File: config.mk
export PLATFORM = sky130hd
export DESIGN_NAME = fsm_stim_driver
export DESIGN_NICKNAME = d
export VERILOG_FILES = /design/src/rtl/fsm_stim_pkg.sv /design/src/rtl/fsm_stim_driver_lfsr34.sv /design/src/rtl/fsm_stim_driver.sv
export SDC_FILE = /design/constraint.sdc
export NUM_CORES = 1
export LEC_CHECK = 0
export ABC_AREA = 1
export BUFFER_PORTS_ARGS = -buffer_cell sky130_fd_sc_hd__buf_4
export CAP_MARGIN = 25
export CORE_MARGIN = 5
export CORE_UTILIZATION = 40
export DETAILED_ROUTE_END_ITERATION = 7
export GPL_TIMING_DRIVEN = 0
export SYNTH_ARGS = -nofsm -noshare
export SYNTH_HDL_FRONTEND = slang
export SYNTH_HIERARCHICAL = 1
export SYNTH_SLANG_ARGS = --single-unit
File: constraint.sdc
create_clock -name CLK -period 3.5 [get_ports CLK]
set_input_delay 0 -clock CLK [delete_from_list [all_inputs] [get_ports CLK]]
set_output_delay 0 -clock CLK [all_outputs]
set_load 0.01 [all_outputs]
File: src/rtl/fsm_stim_pkg.sv
// Shared constants for the lab-FSM stimulus driver: state encoding, LFSR geometry and default target.
package fsm_stim_pkg;

    typedef enum logic [1:0] {
        ST_IDLE    = 2'd0,
        ST_RUN     = 2'd1,
        ST_HIT     = 2'd2,
        ST_TIMEOUT = 2'd3
    } state_t;

    localparam int LFSR_W = 34;

    // x^34 + x^27 + x^2 + x + 1 -> taps at bit positions 33, 26, 1, 0
    localparam int TAP_A = 33;
    localparam int TAP_B = 26;
    localparam int TAP_C = 1;
    localparam int TAP_D = 0;

    localparam logic [31:0] TARGET_DEFAULT = 32'h0000_0080;

    function automatic logic lfsr_fb(input logic [LFSR_W-1:0] q);
        return q[TAP_A] ^ q[TAP_B] ^ q[TAP_C] ^ q[TAP_D];
    endfunction

endpackage

File: src/rtl/fsm_stim_driver_lfsr34.sv
// 34-bit Fibonacci LFSR, shift-left with feedback into bit 0; reloads on Clear, steps on adv_i.
module lfsr34
    import fsm_stim_pkg::*;
(
    input  logic              CLK,
    input  logic              Clear,
    input  logic [LFSR_W-1:0] load_i,
    input  logic              adv_i,
    output logic [LFSR_W-1:0] q_o
);

    logic [LFSR_W-1:0] lfsr_q;
    logic [LFSR_W-1:0] lfsr_d;

    always_comb begin
        lfsr_d = lfsr_q;
        if (adv_i) begin
            lfsr_d = {lfsr_q[LFSR_W-2:0], lfsr_fb(lfsr_q)};
        end
    end

    always_ff @(posedge CLK) begin
        if (Clear) begin
            lfsr_q <= load_i;
        end else begin
            lfsr_q <= lfsr_d;
        end
    end

    assign q_o = lfsr_q;

endmodule

File: src/rtl/fsm_stim_driver.sv
// LFSR stimulus source and one-hot target monitor for the 32-state lab FSM.
// Optional macro FSM_STIM_CLEAR_THROTTLE_EN lowers the Clear_o duty to about 1/8.
module fsm_stim_driver
    import fsm_stim_pkg::*;
#(
    parameter logic [LFSR_W-1:0] SEED       = 34'h2_DEAD_BEEF,
    parameter logic [31:0]       TARGET     = TARGET_DEFAULT,
    parameter logic [32:0]       MAX_CYCLES = 33'd1_000_000
) (
    input  logic        CLK,
    input  logic        Clear,
    input  logic        Start,
    input  logic [31:0] S_i,
    output logic        X_o,
    output logic        Clear_o,
    output logic [31:0] C_o,
    output logic        Busy,
    output logic        Hit,
    output logic        Timeout,
    output logic [32:0] Count
);

    if (SEED == '0) begin : g_seed_check
        $error("fsm_stim_driver: SEED must be nonzero, the LFSR would lock at zero");
    end

    state_t            state_q, state_d;
    logic [32:0]       count_q, count_d;
    logic              adv;
    logic [LFSR_W-1:0] lfsr;
    logic              clr_bit;
    logic              hit_now;
    logic              last_cycle;

    lfsr34 u_lfsr (
        .CLK    (CLK),
        .Clear  (Clear),
        .load_i (SEED),
        .adv_i  (adv),
        .q_o    (lfsr)
    );

    assign hit_now    = (S_i == TARGET);
    assign last_cycle = ((count_q + 33'd1) == MAX_CYCLES);

    always_ff @(posedge CLK) begin
        if (Clear) begin
            state_q <= ST_IDLE;
            count_q <= '0;
        end else begin
            state_q <= state_d;
            count_q <= count_d;
        end
    end

    // Match is tested before the cycle limit so a same-edge tie reports HIT.
    always_comb begin
        state_d = state_q;
        count_d = count_q;
        adv     = 1'b0;
        case (state_q)
            ST_RUN: begin
                if (hit_now) begin
                    state_d = ST_HIT;
                end else if (last_cycle) begin
                    state_d = ST_TIMEOUT;
                    count_d = MAX_CYCLES;
                end else begin
                    count_d = count_q + 33'd1;
                    adv     = 1'b1;
                end
            end
            default: begin
                if (Start) begin
                    state_d = ST_RUN;
                    count_d = '0;
                end
            end
        endcase
    end

`ifdef FSM_STIM_CLEAR_THROTTLE_EN
    assign clr_bit = lfsr[33] & lfsr[1] & lfsr[0];
`else
    assign clr_bit = lfsr[33];
`endif

    always_comb begin
        Busy    = 1'b0;
        Hit     = 1'b0;
        Timeout = 1'b0;
        C_o     = '0;
        X_o     = 1'b0;
        Clear_o = 1'b0;
        case (state_q)
            ST_RUN: begin
                Busy    = 1'b1;
                C_o     = lfsr[31:0];
                X_o     = lfsr[32];
                Clear_o = clr_bit;
            end
            ST_HIT:     Hit     = 1'b1;
            ST_TIMEOUT: Timeout = 1'b1;
            default: ;
        endcase
    end

    assign Count = count_q;

endmodule

==> results.md, run 1 <==
Status:
- The run finished with clean final reports.

Synthesis:
- The mean post-synth cell area is 6.519 sq um.
- After synthesis, the cell types taking the most area are edfxtp_1, nand2_1, dfxtp_1, nand3_1, nor2_1.
- The main flop type after synthesis is dfxtp_1.
- The share of the Yosys chip area taken by registers is 0.3833.
- Counting flops and latches in the post-synthesis netlist gives 69.
- The total number of yosys warnings is 6.
- The number of enable flip-flop cells after synthesis is 34.
- After synthesis, the share of flip-flops with an asynchronous set or reset is 0.
- The cell area that synthesis handed to floorplanning was 0.004492 sq mm.
- Synthesis handed over a netlist of 689 instances.
- The proportion of netlist area held by the largest area contributor is 0.2273.
- The most common cell in the synthesized netlist is nand2_1.
- The count of different cell masters after synthesis is 31.
- Sorting the synthesized cells by how often they occur yields nand2_1, nor2_1, inv_1, nand3_1, dfxtp_1.
- The library cell with the largest summed area after synthesis is edfxtp_1.

Clocking:
- The clock input transition at the sequential cells of the worst setup and hold paths is 60 ps.
- The number of buffers added by the clock tree synthesis step is 9.
- Counting every sink on the clock net gives 69.
- The number of hold-repair buffers added at the cts stage is 0.
- The number of gates resized after CTS was 0.
- The clock tree buffer depth is 2.
- In this run the post-CTS setup repair buffer count came out at 0.
- The clock tree root buffer cell is clkbuf_16.
- The insertion delay to the later sink of the worst-skew pair is 340 ps.
- The clock tree from TritonCTS is yes.
- The H-tree was split into 3 levels.

Critical path:
- The depth of the worst register-to-register path is 14.
- STA classifies the critical path endpoint as a flip-flop.
- For the worst setup path, the data arrival time is 3100 ps.
- The worst-path maximum fanout is 34.
- By startpoint and endpoint, the worst setup path is classified as reg -> reg.
- Data on the critical path is required at its endpoint by 3480 ps.
- The startpoint type of the worst setup path is a flip-flop.

Worst hold path:
- Along the worst hold path, the cell count comes to 4.
- In this run the worst hold path is classified as in -> reg.

Floorplan:
- For this configuration, the core starts out at a cell density of 0.4108.
- The area of the placeable core is 0.01094 sq mm.
- The x dimension of the die is 116.0 microns.
- The floorplan has 38 rows.
- The top-level I/O count is 105.
- The die is 116.0 microns tall.
- The die covers 0.01345 sq mm.

Routing:
- Wires add up to 13.46 mm.
- In this run the remaining antenna-violating nets after routing total 0.
- The count of TritonRoute iterations in the first routing pass is 5.
- After detailed routing, the number of remaining DRC violations is 0.
- The violation count after the first detailed-routing iteration is 280.
- The total number of vias is 4688.
- After detailed routing, the number of vias per cell comes to 4.779.
- The average routed wire per standard cell is 13.72 microns.

Placed design:
- The weighted congestion reported at the end of routability-driven placement is 0.9337.
- Including well taps, the total number of placed cells is 965.
- Port buffering added 104 buffers.
- After detailed placement, the total cell area comes to 0.005568 sq mm.
- Once detailed placement completed, the half-perimeter wirelength came to 10.21 mm.

STA:
- The time the worst path needs with I/O delays and setup is 3128 ps.
- Setup violations remaining at the end of the flow were counted as 0.
- For the pin with the worst max-slew slack, the measured transition is 820.6 ps.
- Summed over all failing endpoints, the final setup total negative slack is 0 ps.
- The fraction of the cycle the final worst path needs is 0.8938.
- The count of endpoints failing hold in the final timing report was 0.
- In this run the tightest slew margin relative to its limit is 0.4529.
- Setup repair after global routing left no endpoint under its margin.
- Derived from the worst setup path, the maximum achievable clock frequency is 0.3197 GHz.
- The total count of max-transition violations in the final report came to 0.
- On the final layout, the worst clock skew is 7.390 ps.

Layout:
- The area growth from synthesis to final layout is 30.50%.
- The finished layout holds 981 standard cells, fillers aside.
- Summing all multi-input logic gate instances after layout gives 0.002445 sq mm.
- The antenna cell count is 0.
- After routing the design area is 0.005862 sq mm.
- The count of filler cells inserted in the layout is 1138.
- Across the whole layout, storage elements account for 0.001722 sq mm.
- The layout cell share with drive strength beyond 1 is 0.1986.
- For this run, the post-layout net count is 872.

Pwr:
- The overall power consumption is 2142 uW.
- The leakage power summed over all cells is 0.002777 uW.
- The total power divided by cell area is 365.5 mW/mm^2.
- The worst ir drop on vdd is 0.1630 mV.

Global route:
- The first global-routing pass estimated 21.62 mm of wire.
- Entering global routing, the biggest net connects 35 pins.
- Across every metal layer, demand over resource in global routing totals 0.2045.
- The number of global-route vias before repair is 4483.
- The initial antenna violation count is 0.
- The aggregate global routing overflow is 0.

Flow run:
- Across the run, the number of max-cap violations was 0.
==> layout make-up <==
class | count | area share
Clock inverter | 6 | 0.01110
Inverter | 85 | 0.05443
Buffer | 25 | 0.02156
Clock buffer | 10 | 0.03906
Multi-Input combinational cell | 542 | 0.4171
Timing Repair Buffer | 104 | 0.1332
Tap cell | 140 | 0.02988
Sequential cell | 69 | 0.2937
==> registers in the layout, summed over array words and instances, names as in the netlist <==
| name | cells |
|---|---|
| u_lfsr/q_o | 34 |
| Count | 33 |
| state_q | 2 |
==> metrics by stage <==
stage / setup WS, ps / utilization / hold WS, ps
2_1_floorplan: 657.9 / - / 220.6
3_3_place_gp: 42.14 / 0.5092 / 364.9
3_5_place_dp: 397.2 / 0.5092 / 373.0
4_1_cts: 379.6 / 0.5360 / 24.98
5_1_grt: 113.8 / 0.5360 / 67.23
6_report: 371.9 / 0.5360 / 31.83
==> power breakdown <==
group | leakage (uW) | internal [uW] | switching, uW
registers | 0.000629 | 907 | 28.3
clock network | 0.000142 | 551 | 359
logic | 0.00201 | 115 | 181
total | 0.00278 | 1570 | 569
==> routing by layer <==
metal / global-route usage / up-vias / share of wire
li1: - / 2440 / -
met1: 0.2446 / 2133 / 0.42
met2: 0.3725 / 104 / 0.52
met3: 0.03499 / 11 / 0.051
met5: 0 / - / 0
met4: 0.06342 / 0 / 0.012
==> worst max-delay path: stages (launching register included) <==
cell and delay [ps]:
dfxtp_1 440, nand2_1 130, nor2_1 240, nand2_4 140, nor2_4 280, nand2_1 80
nand2_1 60, nand2_1 70, nor2_1 100, nand2_1 70, nor2_1 160, nand3_1 200
nand2_1 140, inv_1 40, or2_2 580
==> cells by family (layout without fill, tap and decap cells) <==
kind of cell,count (synthesis),in the layout,share of synthesized area
buffers and inverters,110,230,0.09916
AO/OA/AOI/OAI,47,47,0.05376
flip-flops,69,69,0.3833
AND/OR/NAND/NOR,455,455,0.4496
other,2,34,0.001672
adder cells (fa/ha/maj),1,1,0.002785
XOR/XNOR,5,5,0.009749
==> cells in the final DEF (no fill, tap or decap), drive strengths merged <==
| cell | netlist | final |
|---|---|---|
| nor4 | 8 | 8 |
| xnor2 | 1 | 1 |
| nand3b | 8 | 8 |
| conb | 2 | 34 |
| clkinvlp | 0 | 1 |
| edfxtp | 34 | 34 |
| a21oi | 35 | 35 |
| clkbuf | 8 | 18 |
| nor2 | 100 | 100 |
| or2 | 16 | 16 |
| o22ai | 2 | 2 |
| clkinv | 0 | 4 |
| nand2 | 246 | 246 |
| bufinv | 0 | 1 |
| nand3 | 71 | 71 |
| ha | 1 | 1 |
| xor2 | 4 | 4 |
| o21ai | 10 | 10 |
| nand4 | 6 | 6 |
| dfxtp | 35 | 35 |
| buf | 17 | 121 |
| inv | 85 | 85 |
==> final timing paths <==
path,to,from,slack [ps]
worst max-delay path,u_lfsr/q_o[14],Count[5],370
worst min-delay path,state_q[0],Start,30
worst max register to register,u_lfsr/q_o[14],Count[5],370
worst min register to register,state_q[1],state_q[1],510
Note: power is estimated with default switching activity, not from simulation.
==> run 2, diff against run 1 <==
--- a/config.mk
+++ b/config.mk
@@ -7,11 +7,13 @@
 export LEC_CHECK = 0
 export ABC_AREA = 1
 export BUFFER_PORTS_ARGS = -buffer_cell sky130_fd_sc_hd__buf_4
-export CAP_MARGIN = 25
+export CAP_MARGIN = 0
 export CORE_MARGIN = 5
-export CORE_UTILIZATION = 40
+export CORE_UTILIZATION = 55
 export DETAILED_ROUTE_END_ITERATION = 7
 export GPL_TIMING_DRIVEN = 0
+export PLACE_DENSITY = 0.81
+export SKIP_LAST_GASP = 1
 export SYNTH_ARGS = -nofsm -noshare
 export SYNTH_HDL_FRONTEND = slang
 export SYNTH_HIERARCHICAL = 1
==> run 2 against run 1 <==
First-iteration DRC count shrank 16%. Non-clock buffer count is the same. Via count grew 0.64%.
==> results.md, run 2 (synthesis results as in run 1) <==
Critical path:
- The data required time at the worst endpoint is 3490 ps (about the same).
- The signal on the critical path passes through ha_1 -> nand2_2 -> nor2_8 -> nand2_4 -> nor2_8 -> nand2_1 -> nand2_1 -> nand2_1 -> nor2_1 -> nand2_1 -> nor2_1 -> nand3_1 -> nand2_1 -> inv_1 -> or2_2.
- The delay of the slowest critical-path stage is 580 ps (about the same).
- The worst setup path is launched from a flip-flop.
- The endpoint arrival time on the critical path came to 3060 ps (-40 ps).
- The endpoint kind of the worst setup timing path is a flip-flop.
- The slowest stage of the critical path is the or2_2 cell.
- The critical path start-end classification is reg -> reg.
- The minimum setup slack among reg-to-reg paths came to 430 ps (+60 ps).
- In this design, the critical path's most frequently occurring cell is nand2_1.
- The worst-path maximum fanout was 34 (unchanged).
- The critical path's top delay family is simple AND/OR/NAND/NOR gates.
- The number of buffers and inverters on the critical path was 1 (unchanged).

Placed design:
- The count of input and output buffers is 104 (unchanged).
- The placed instance count came to 930 (-3.6%).
- The half-perimeter wire length after placement is 9.758 mm (-4.4%).
- The weighted congestion reported at the end of routability-driven placement came to 0.9547 (+2.2%).

Status:
- The flow ran to the end, and the final reports show no timing, DRC or antenna violations.

STA:
- The fmax is 0.3256 GHz (+1.9%).
- The final number of setup-violating endpoints came to 0 (unchanged).
- The post-route setup TNS is 0 ps (unchanged).
- The final clock skew is 10.03 ps (+2.637 ps).
- The fraction of the cycle the final worst path needs is 0.8775 (-0.01625).
- Setup repair after global routing left no endpoint under its margin.
- The total count of max-transition violations in the final report is 0 (unchanged).
- The time the worst path needs with I/O delays and setup is 3071 ps (-56.87 ps).
- The final worst hold slack is 45.68 ps (+13.86 ps).
- The headroom to the max-slew limit is 0.4554 (+0.002460).
- The count of endpoints failing hold in the final timing report is 0 (unchanged).
- The slew at the pin closest to its max-slew limit is 817.0 ps (-3.691 ps).

Floorplan:
- The area of the placeable core is 0.008093 sq mm (-26%).
- The top-level I/O count is 105 (unchanged).
- The die height came to 100.4 microns (-13%).
- The initial cell density of the core is 0.5550 (+0.1443).
- The x dimension of the die was 100.4 microns (-13%).
- The number of core rows was 33 (-13%).
- The die outline area came to 0.01007 sq mm (-25%).

Global route:
- The aggregate global routing overflow is 0 (unchanged).
- The number of global-route vias before repair is 4675 (+4.3%).
- The initial antenna violation count is 0 (unchanged).
- The total routing resource utilization after global routing is 0.2587 (+0.05423).
- The global-route wire length before repair is 20.90 mm (-3.3%).
- The maximum number of pins on one net before global-route repair is 35 (unchanged).

Routing:
- The violation count after the first detailed-routing iteration is 236 (-16%).
- The remaining antenna violation count after routing is 0 (unchanged).
- The total number of vias came to 4718 (+0.64%).
- The count of TritonRoute iterations in the first routing pass is 5 (unchanged).
- The number of vias per cell after detailed routing is 4.987 (+4.4%).
- The average routed wire per standard cell is 13.43 microns (-2.1%).
- The total routed wirelength is 12.70 mm (-5.6%).
- The DRC violations left is 0 (unchanged).

Clocking:
- The cell sitting at the root of the clock tree is a clkbuf_8.
- The TritonCTS sink count is 69 (unchanged).
- The clock tree from TritonCTS is yes.
- The number of gates resized after CTS is 0 (unchanged).
- The number of H-tree branching levels came to 3 (unchanged).
- The clock input transition at the sequential cells of the worst setup and hold paths is 80 ps (+20 ps).
- The clock tree buffer depth is 2 (unchanged).
- The number of hold-repair buffers added at the cts stage is 0 (unchanged).
- The number of buffers added by the clock tree synthesis step is 9 (unchanged).
- The post-CTS setup-driven buffer insertion count is 0 (unchanged).
- The insertion delay to the later sink of the worst-skew pair is 360 ps (+20 ps).

Layout:
- The antenna cell count is 0 (unchanged).
- The library cell used most frequently in the layout, excluding fill and tap cells, is nand2_1.
- The flip-flop count of the largest register after layout is 34 (unchanged).
- The layout cell share with drive strength beyond 1 is 0.1998 (+0.001189).
- Leaving out fill and tap cells, the most frequent cells in the layout are nand2_1, buf_4, nor2_1.
- The area growth from synthesis to final layout is 28.11%.
- The number of standard cells in the final layout excluding fillers came to 946 (-3.6%).
- The count of nets after finishing came to 872 (unchanged).

Flow run:
- The max-capacitance violation count is 0 (unchanged).

Worst hold path:
- The path class of the tightest hold or removal check is in -> reg.

Pwr:
- The leakage power summed over all cells was 0.002744 uW (-1.2%).
- The worst ir drop on vdd is 0.1915 mV (+17%).
- The total power divided by cell area is 345.5 mW/mm^2 (-5.5%).
==> run 2: changes by cell type in the layout (fill, tap and decap cells not counted), sizes merged <==
cell / change
clkinv: -4
inv: +2
clkinvlp: +1
bufinv: +1
==> run 2: area by class of cell <==
type | count | area (sq um)
multi-input cells | 542 | 2445
well taps | 105 | 131.4
flip-flops and latches | 69 | 1722
repair buffers | 104 | 780.7
fillers | 762 | 2338
clock buffers | 10 | 137.6
plain buffers | 25 | 126.4
clock inverters | 6 | 92.59
inverters | 85 | 319.1
==> run 2: path summary, 6_finish.rpt <==
path,startpoint,to,depth (start not counted)
worst max-delay path,Count[1],u_lfsr/q_o[3],15
worst min-delay path,Start,state_q[0],4
worst max register to register,Count[1],u_lfsr/q_o[3],15
worst min register to register,Count[32],Count[32],2
==> run 2: per-stage QoR <==
step | worst slack [ps] | cell area [sq um] | total power (uW) | util
after global routing | 174.5 | 5754 | 2069 | 0.7110
after floorplan | 657.9 | 4612 | 1116 | -
final | 428.7 | 5754 | 1988 | 0.7110
after CTS | 7.560 | 5754 | 1994 | 0.7110
after detailed placement | 34.09 | 5524 | 1246 | 0.6826
after global placement | 125.5 | 5524 | 1235 | 0.6826
==> run 2: metal layers <==
layer  vias up  part of all wire  global-route usage
li1       2431                 -                   -
met1      2113              0.41              0.2981
met2       143              0.50              0.4669
met3        31             0.058             0.04448
met4         0             0.028              0.1140
met5         -                 0                   0
==> run 2: worst register-to-register path, delay by kind of cell, from the launching register on <==
family,cells,cell delay [ps]
flops,1,430
simple gates,13,2000
fa+ha+maj,1,250
buf+inv,1,40
==> run 2: power by group <==
| part | internal, uW | switching [uW] |
|---|---|---|
| clock network | 426 | 332 |
| registers | 906 | 28.5 |
| logic | 115 | 181 |
